$ cat config.mk
export PLATFORM = sky130hd
export DESIGN_NAME = instr_fetch_flat
export DESIGN_NICKNAME = d
export VERILOG_FILES = /design/src/rtl/instr_fetch_pkg.sv /design/src/rtl/instr_fetch_if.sv /design/src/rtl/instr_fetch_pc_next.sv /design/src/rtl/instr_fetch.sv /design/src/flat_wrapper.sv
export SDC_FILE = /design/constraint.sdc
export NUM_CORES = 1
export LEC_CHECK = 0
export BUFFER_PORTS_ARGS = -buffer_cell sky130_fd_sc_hd__buf_2
export CAP_MARGIN = 40
export CELL_PAD_IN_SITES_DETAIL_PLACEMENT = 1
export CELL_PAD_IN_SITES_GLOBAL_PLACEMENT = 1
export CORE_AREA = 2 2 120 122
export DETAILED_ROUTE_END_ITERATION = 10
export DIE_AREA = 0 0 122 124
export GPL_TIMING_DRIVEN = 0
export PLACE_DENSITY_LB_ADDON = 0.08
export SYNTH_ARGS = -nofsm -noshare
export SYNTH_HDL_FRONTEND = slang
export SYNTH_HIERARCHICAL = 1
export SYNTH_SLANG_ARGS = --single-unit
$ cat constraint.sdc
create_clock -name clk -period 2.9 [get_ports clk]
set_clock_uncertainty 0.2 [all_clocks]
set_input_delay 0.435 -clock clk [delete_from_list [all_inputs] [get_ports clk]]
set_output_delay 0.435 -clock clk [all_outputs]
set_load 0.03 [all_outputs]
$ cat src/rtl/instr_fetch_pkg.sv
// Shared types and constants for the fetch stage.
// Optional feature macro: IFETCH_MISALIGN_TRAP_EN.
package ifetch_pkg;

    typedef enum logic [1:0] {
        IDLE  = 2'd0,
        FETCH = 2'd1,
        VALID = 2'd2,
        HALT  = 2'd3
    } fetch_state_t;

    localparam logic [31:0] NOP_INSTR        = 32'h0000_0013;
    localparam int          PC_STEP          = 4;
    localparam logic [31:0] DEFAULT_RESET_PC = 32'h0000_0000;

`ifdef IFETCH_MISALIGN_TRAP_EN
    localparam bit TRAP_EN = 1'b1;
`else
    localparam bit TRAP_EN = 1'b0;
`endif

endpackage

$ cat src/rtl/instr_fetch_if.sv
// Instruction memory request/acknowledge bus.
// Optional feature macro: IFETCH_MISALIGN_TRAP_EN (not used here).
interface instr_fetch_if #(
    parameter int WIDTH = 32
) ();

    logic             req;
    logic [WIDTH-1:0] addr;
    logic             ack;
    logic [WIDTH-1:0] rdata;

    modport master (
        output req,
        output addr,
        input  ack,
        input  rdata
    );

    modport slave (
        input  req,
        input  addr,
        output ack,
        output rdata
    );

endinterface

$ cat src/rtl/instr_fetch_pc_next.sv
// Next-PC selection: redirect target, sequential step, or hold.
// Optional feature macro: IFETCH_MISALIGN_TRAP_EN (flag consumed by top).
module pc_next
    import ifetch_pkg::*;
#(
    parameter int WIDTH = 32
) (
    input  logic [WIDTH-1:0] pc,
    input  logic             redirect,
    input  logic [WIDTH-1:0] target,
    input  logic             advance,
    output logic [WIDTH-1:0] next_pc,
    output logic             misaligned
);

    logic [WIDTH-1:0] aligned;

    // Low two bits are dropped so the pc is always word aligned.
    always_comb begin
        aligned    = {target[WIDTH-1:2], 2'b00};
        misaligned = redirect && (target[1:0] != 2'b00);
        next_pc    = pc;
        if (redirect) begin
            next_pc = aligned;
        end else if (advance) begin
            next_pc = pc + WIDTH'(PC_STEP);
        end
    end

endmodule

$ cat src/rtl/instr_fetch.sv
// Fetch stage: pc register, imem req/ack handshake, instr hand-off.
// Optional feature macro: IFETCH_MISALIGN_TRAP_EN (misalign_err, HALT).
module instr_fetch
    import ifetch_pkg::*;
#(
    parameter int               WIDTH    = 32,
    parameter logic [WIDTH-1:0] RESET_PC = WIDTH'(DEFAULT_RESET_PC)
) (
    input  logic                 clk,
    input  logic                 rst,
    input  logic                 stall,
    input  logic                 redirect,
    input  logic [WIDTH-1:0]     redirect_target,
    instr_fetch_if.master        imem,
    output logic [WIDTH-1:0]     instr,
    output logic [WIDTH-1:0]     pc,
`ifdef IFETCH_MISALIGN_TRAP_EN
    output logic                 misalign_err,
`endif
    output logic                 instr_valid
);

    localparam logic [1:0] ST_IDLE  = 2'(IDLE);
    localparam logic [1:0] ST_FETCH = 2'(FETCH);
    localparam logic [1:0] ST_VALID = 2'(VALID);
    localparam logic [1:0] ST_HALT  = 2'(HALT);

    logic [1:0]       state;
    logic             active;
    logic             redir;
    logic             advance;
    logic             mis;
    logic             trap;
    logic [WIDTH-1:0] pc_d;

    // Redirect only counts once the fetch loop is running.
    always_comb begin
        active  = (state == ST_FETCH) || (state == ST_VALID);
        redir   = redirect && active;
        advance = (state == ST_VALID) && !stall;
        trap    = TRAP_EN && mis;
    end

    pc_next #(
        .WIDTH (WIDTH)
    ) u_pc_next (
        .pc         (pc),
        .redirect   (redir),
        .target     (redirect_target),
        .advance    (advance),
        .next_pc    (pc_d),
        .misaligned (mis)
    );

    // Request is a level held for the whole FETCH state.
    always_comb begin
        imem.req  = (state == ST_FETCH);
        imem.addr = pc;
    end

    // FSM and pc/instr registers; redirect beats ack and stall.
    always_ff @(posedge clk) begin
        if (rst) begin
            state       <= ST_IDLE;
            pc          <= RESET_PC;
            instr       <= WIDTH'(NOP_INSTR);
            instr_valid <= 1'b0;
        end else if (redir) begin
            instr_valid <= 1'b0;
            if (trap) begin
                state <= ST_HALT;
            end else begin
                state <= ST_FETCH;
                pc    <= pc_d;
            end
        end else begin
            unique case (state)
                ST_IDLE: begin
                    state <= ST_FETCH;
                end
                ST_FETCH: begin
                    if (imem.ack) begin
                        instr       <= imem.rdata;
                        instr_valid <= 1'b1;
                        state       <= ST_VALID;
                    end
                end
                ST_VALID: begin
                    if (advance) begin
                        pc          <= pc_d;
                        instr_valid <= 1'b0;
                        state       <= ST_FETCH;
                    end
                end
                ST_HALT: begin
                    instr_valid <= 1'b0;
                end
                default: begin
                    state <= ST_IDLE;
                end
            endcase
        end
    end

`ifdef IFETCH_MISALIGN_TRAP_EN
    // Sticky error flag; cleared only by reset.
    always_ff @(posedge clk) begin
        if (rst) begin
            misalign_err <= 1'b0;
        end else if (redir && trap) begin
            misalign_err <= 1'b1;
        end
    end
`endif

endmodule

$ cat src/flat_wrapper.sv
// flat-port wrapper written by rule: the top's interface ports become plain ports
module instr_fetch_flat import ifetch_pkg::*;
#(
    parameter int               WIDTH    = 32,
    parameter logic [WIDTH-1:0] RESET_PC = WIDTH'(DEFAULT_RESET_PC)
)
  (clk, rst, stall, redirect, redirect_target, instr, pc, instr_valid, imem_req, imem_addr, imem_ack, imem_rdata);
  instr_fetch_if #(.WIDTH(WIDTH)) imem_i ();
  input  logic clk;
  input  logic rst;
  input  logic stall;
  input  logic redirect;
  input  logic [WIDTH-1:0] redirect_target;
  output logic [WIDTH-1:0] instr;
  output logic [WIDTH-1:0] pc;
  output logic instr_valid;
  output wire logic [$bits(imem_i.req)-1:0] imem_req;
  output wire logic [$bits(imem_i.addr)-1:0] imem_addr;
  input wire logic [$bits(imem_i.ack)-1:0] imem_ack;
  input wire logic [$bits(imem_i.rdata)-1:0] imem_rdata;
  assign imem_req = imem_i.req;
  assign imem_addr = imem_i.addr;
  assign imem_i.ack = imem_ack;
  assign imem_i.rdata = imem_rdata;
  instr_fetch #(.WIDTH(WIDTH), .RESET_PC(RESET_PC)) u_core (.clk(clk), .rst(rst), .stall(stall), .redirect(redirect), .redirect_target(redirect_target), .imem(imem_i), .instr(instr), .pc(pc), .instr_valid(instr_valid));
endmodule
# Word-level counts from Yosys, hierarchy flattened
# Cells that the tools add are included.
# word_totals
word_cells	41
register_bits	67
# classes
reduce_logical	16
n_addsub	1
n_eq_ne	7
n_bitwise	1
n_mux	11
# op_table
operator	count
32-bit 2-to-1 mux	4
32-bit by 3-bit adder with 32-bit output, second input constant	1
3-bit AND reduction	4
3-bit by 1-bit != test with 1-bit output, second input constant	2
2-bit case mux with 3 select lines	1
3-bit nonzero test	2
2-bit equality test, second input constant	2
2-bit 2-to-1 mux	2
2-bit by 1-bit != test with 1-bit output, second input constant	2
2-bit nonzero test	2
4-bit nonzero test	1
1-bit 2-to-1 mux	3
1-bit case mux with 3 select lines	1
2-bit by 1-bit equality test with 1-bit output, second input constant	1
1-bit logical AND	2
2-bit logical NOT	1
2-bit AND reduction	1
2-bit OR reduction	1
1-bit logical NOT	1
1-bit logical OR	1
1-bit inverter	1

# Depth between registers and ports, before layout
# depth
word_depth	7
ltp_mapped	13
mapped_depth_nobuf	10

# Modules after synthesis
# The synthesis kept the hierarchy.
# by_module_without_submodules
module	n_inst	cells_each	area_each_um2
instr_fetch	1	344	3139.3
pc_next	1	179	1056.0

# Worst setup path after synthesis
# No wires, ideal clock.
# synth_path
kind	register to register
start	register u_core.state[0]
end	register u_core.pc[22], in the netlist u_core/imem.addr[22]
period_less_slack_ns	2.835
stages_incl_launch_ff	14
n_path_buf	3
path_slack_ns	0.065
arrival_ns	2.565
required_ns	2.630
setup_ns	0.070
path_cell_list	dfxtp_1 > inv_1 > ha_1 > nand2b_1 > buf_2 > inv_2 > buf_2 > nand4_1 > or3_1 > clkbuf_1 > or4_1 > a31oi_1 > o21ai_1 > a21oi_1
# synth_between
word_cells_on_any_way	12
cone_classes	eq/ne: 2; mux: 4; reduce/logical: 6
# synth_rtl
element	line	source
start, declared	instr_fetch.sv:28	logic [1:0] state;
start signal, assigned	instr_fetch.sv:64	state <= ST_IDLE;
start signal, assigned	instr_fetch.sv:71	state <= ST_HALT;
start signal, assigned	instr_fetch.sv:73	state <= ST_FETCH;
2-bit equality test	instr_fetch.sv:40	advance = (state == ST_VALID) && !stall;
1-bit logical AND	instr_fetch.sv:40	
via u_core.advance	instr_fetch.sv:31	logic advance;
2-bit nonzero test (no line)	n/a	
2-bit AND reduction (no line)	n/a	
end signal, assigned	instr_fetch.sv:74	pc <= pc_d;
end signal, assigned	instr_fetch.sv:90	pc <= pc_d;
end, declared	instr_fetch.sv:16	output logic [WIDTH-1:0] pc,
# The timed path passes the listed nets, and every way through them passes these cells. The select of a mux whose other input is x is not followed.
# A chain may end at the register's enable or synchronous reset.

# Worst setup path in the final report
# layout_path
start	register u_core.state[0]
end	register u_core.pc[19], in the netlist u_core/imem.addr[19]
# Same word-level chain as after synthesis.

==> impl_metrics.toml <==
[status]
status = "completed"

[grt]
grtUsageTotal_pct = 19.4
grt_first_pass_wirelength_mm = 23.1
grt_pass1_vias = 4541
antenna_found_initial = 1
grt_max_degree = 13
grt_remaining_overflow = 0

[placed_design]
place_ws_ps = -456
dp_hpwl_mm = 10.7
placed_area_sq_um = 5230
numPortBuffers = 163
gp_congestion = 0.803

[timing]
worst_slack_ps = 134
hold_violations = 0
tightest_slew_ps = 532
period_minus_slack_ps = 2770
final-setup-viol-count = 0
drv_slew = 0
fmaxAchievable_mhz = 362
period_share_pct = 95.4
relSlewSlack_pct = 64.6

[cts]
htreeDepth = 3
cts_buffer_depth = 2
cts_root_buf = "clkbuf_16"
numCtsBuffers = 9
cts_sinks = 67
holdBufCountCts = 0
tritoncts = "built"
clk_latency_ps = 340
cts.clk_slew.worst_paths_ps = 60

[power_and_ir_drop]
p_leak_nw = 2.39
vdd_drop_max_mv = 0.293
power_density_nw_per_um2 = 671
design_power_total_w = 0.00379

[worst_setup_path]
critPathSlowestCell = "or4_4"
critPathTopFamily = "simple AND/OR/NAND/NOR gates"
cp.depth = 13
crit_path_start_kind = "flop"
crit_required_ps = 2970
critPathKind = "flop to flop"
reg2reg_depth = 13
arrival_ps = 2840
crit_path_cell_trace = "inv_2 -> ha_2 -> nand2b_1 -> buf_6 -> inv_6 -> buf_12 -> nand3_4 -> or4_4 -> buf_4 -> or4_1 -> a31oi_1 -> o21ai_1 -> a21oi_1"
crit_fanout = 6
crit_buf_inv = 5
cp_slowest_stage_delay_ps = 470
cp-end-kind = "flop"

[floorplanning]
floorplan.initialDensity_pct = 30.5
coreArea_sq_um = 13700
fp.dieH_um = 124
rows = 43
die_w_um = 122
ios = 167
die-area_sq_um = 15100

[drt]
drt_iter0_drc = 204
wl_met1_mm = 6.26
drtAntennaViolNets = 0
wl_met2_mm = 7.03
drt-pass1-iter-count = 4
routed_wirelength_mm = 14.4
wl_per_cell_um = 16.2
drc = 0
met3_length_um = 844
routed_via_density = 5.00
highest_layer = "met4"
vias = 4436

[worst_hold_path]
hp-class = "primary input to flop"
hold_depth = 3

[flow_run]
drv_cap = 0

[synth]
yosysWarnings = 6
synth.net_count = 595
syn_avg_cell_area_sq_um = 8.04
synth_cells = 521
syn_area_sq_um = 4190

[final_layout]
design_area_sq_um = 5640
areaGrowthSynthToFinish_pct = 34.7
drive_gt1_share_pct = 37.2
fillers = 1750
fin_util_pct = 41.1
nNetsFinal = 775
==> through the flow <==
stage	TNS, ps	std cells	hold slack (ps)
2_1_floorplan	0	521	279
5_1_grt	-13.6	886	161
4_1_cts	0	882	141
3_3_place_gp	-4400	864	254
6_report	0	887	149
3_5_place_dp	-6990	864	263
==> cell usage in the layout, fill, tap and decap left out, types with 5 or more instances in the layout <==
master	instances
buf_2	173
nand4_1	6
xnor2_1	7
nand2_1	30
o211ai_1	6
xor2_1	5
nand3_1	45
a31oi_1	12
o21ai_0	24
buf_4	39
o31ai_1	12
dfxtp_1	65
nand2b_1	60
nor2_1	20
clkbuf_1	12
inv_1	6
o21ai_1	21
clkbuf_16	9
a21oi_1	35
mux2i_1	33
or4_1	16
==> metal layers <==
layer	global-route usage, %	up-vias
li1	-	2180
met1	23.6	2125
met2	33.5	114
met3	4.35	17
met4	7.11	0
met5	0	-
==> flip-flops by register name (all words and copies together) (netlist names) <==
name and flops:
u_core/state 2, u_core/instr_valid 1, u_core/imem.addr 32, u_core/instr 32
==> what timing repair did <==
action | in CTS | in global routing
setup buffers | 4 | 3
endpoints found under the setup margin | 30 | 29
resized for setup | 20 | 12
pin swaps | 3 | 5
==> worst min-delay path, cell delays in order <==
cell and delay [ps]:
buf_2 90, nand2b_1 50, mux2i_1 60
==> layout make-up <==
type                    count  area, sq um  share of cell area (%)
flip-flops and latches     67         1340                    23.8
clock buffers              10          229                    4.06
diodes                      2         5.00                  0.0887
plain buffers              71          509                    9.02
inverters                   9         38.8                   0.687
repair buffers            170          868                    15.4
well taps                 180          225                    3.99
multi-input cells         373         2370                    42.0
clock inverters             5         55.1                   0.976
==> final timing paths <==
path | to | slack (ps) | from
min reg2reg | u_core/instr_valid | 270 | u_core/instr_valid
max | u_core/imem.addr[19] | 130 | u_core/state[0]
min | u_core/instr[14] | 150 | imem_rdata[14]
max reg2reg | u_core/imem.addr[19] | 130 | u_core/state[0]
==> where the power goes <==
group / internal, W / switching [W]
logic: 0.000558 / 0.000959
registers: 0.00105 / 0.000144
clock network: 0.000657 / 0.000420
No activity file was read; power rests on OpenSTA's default activity.
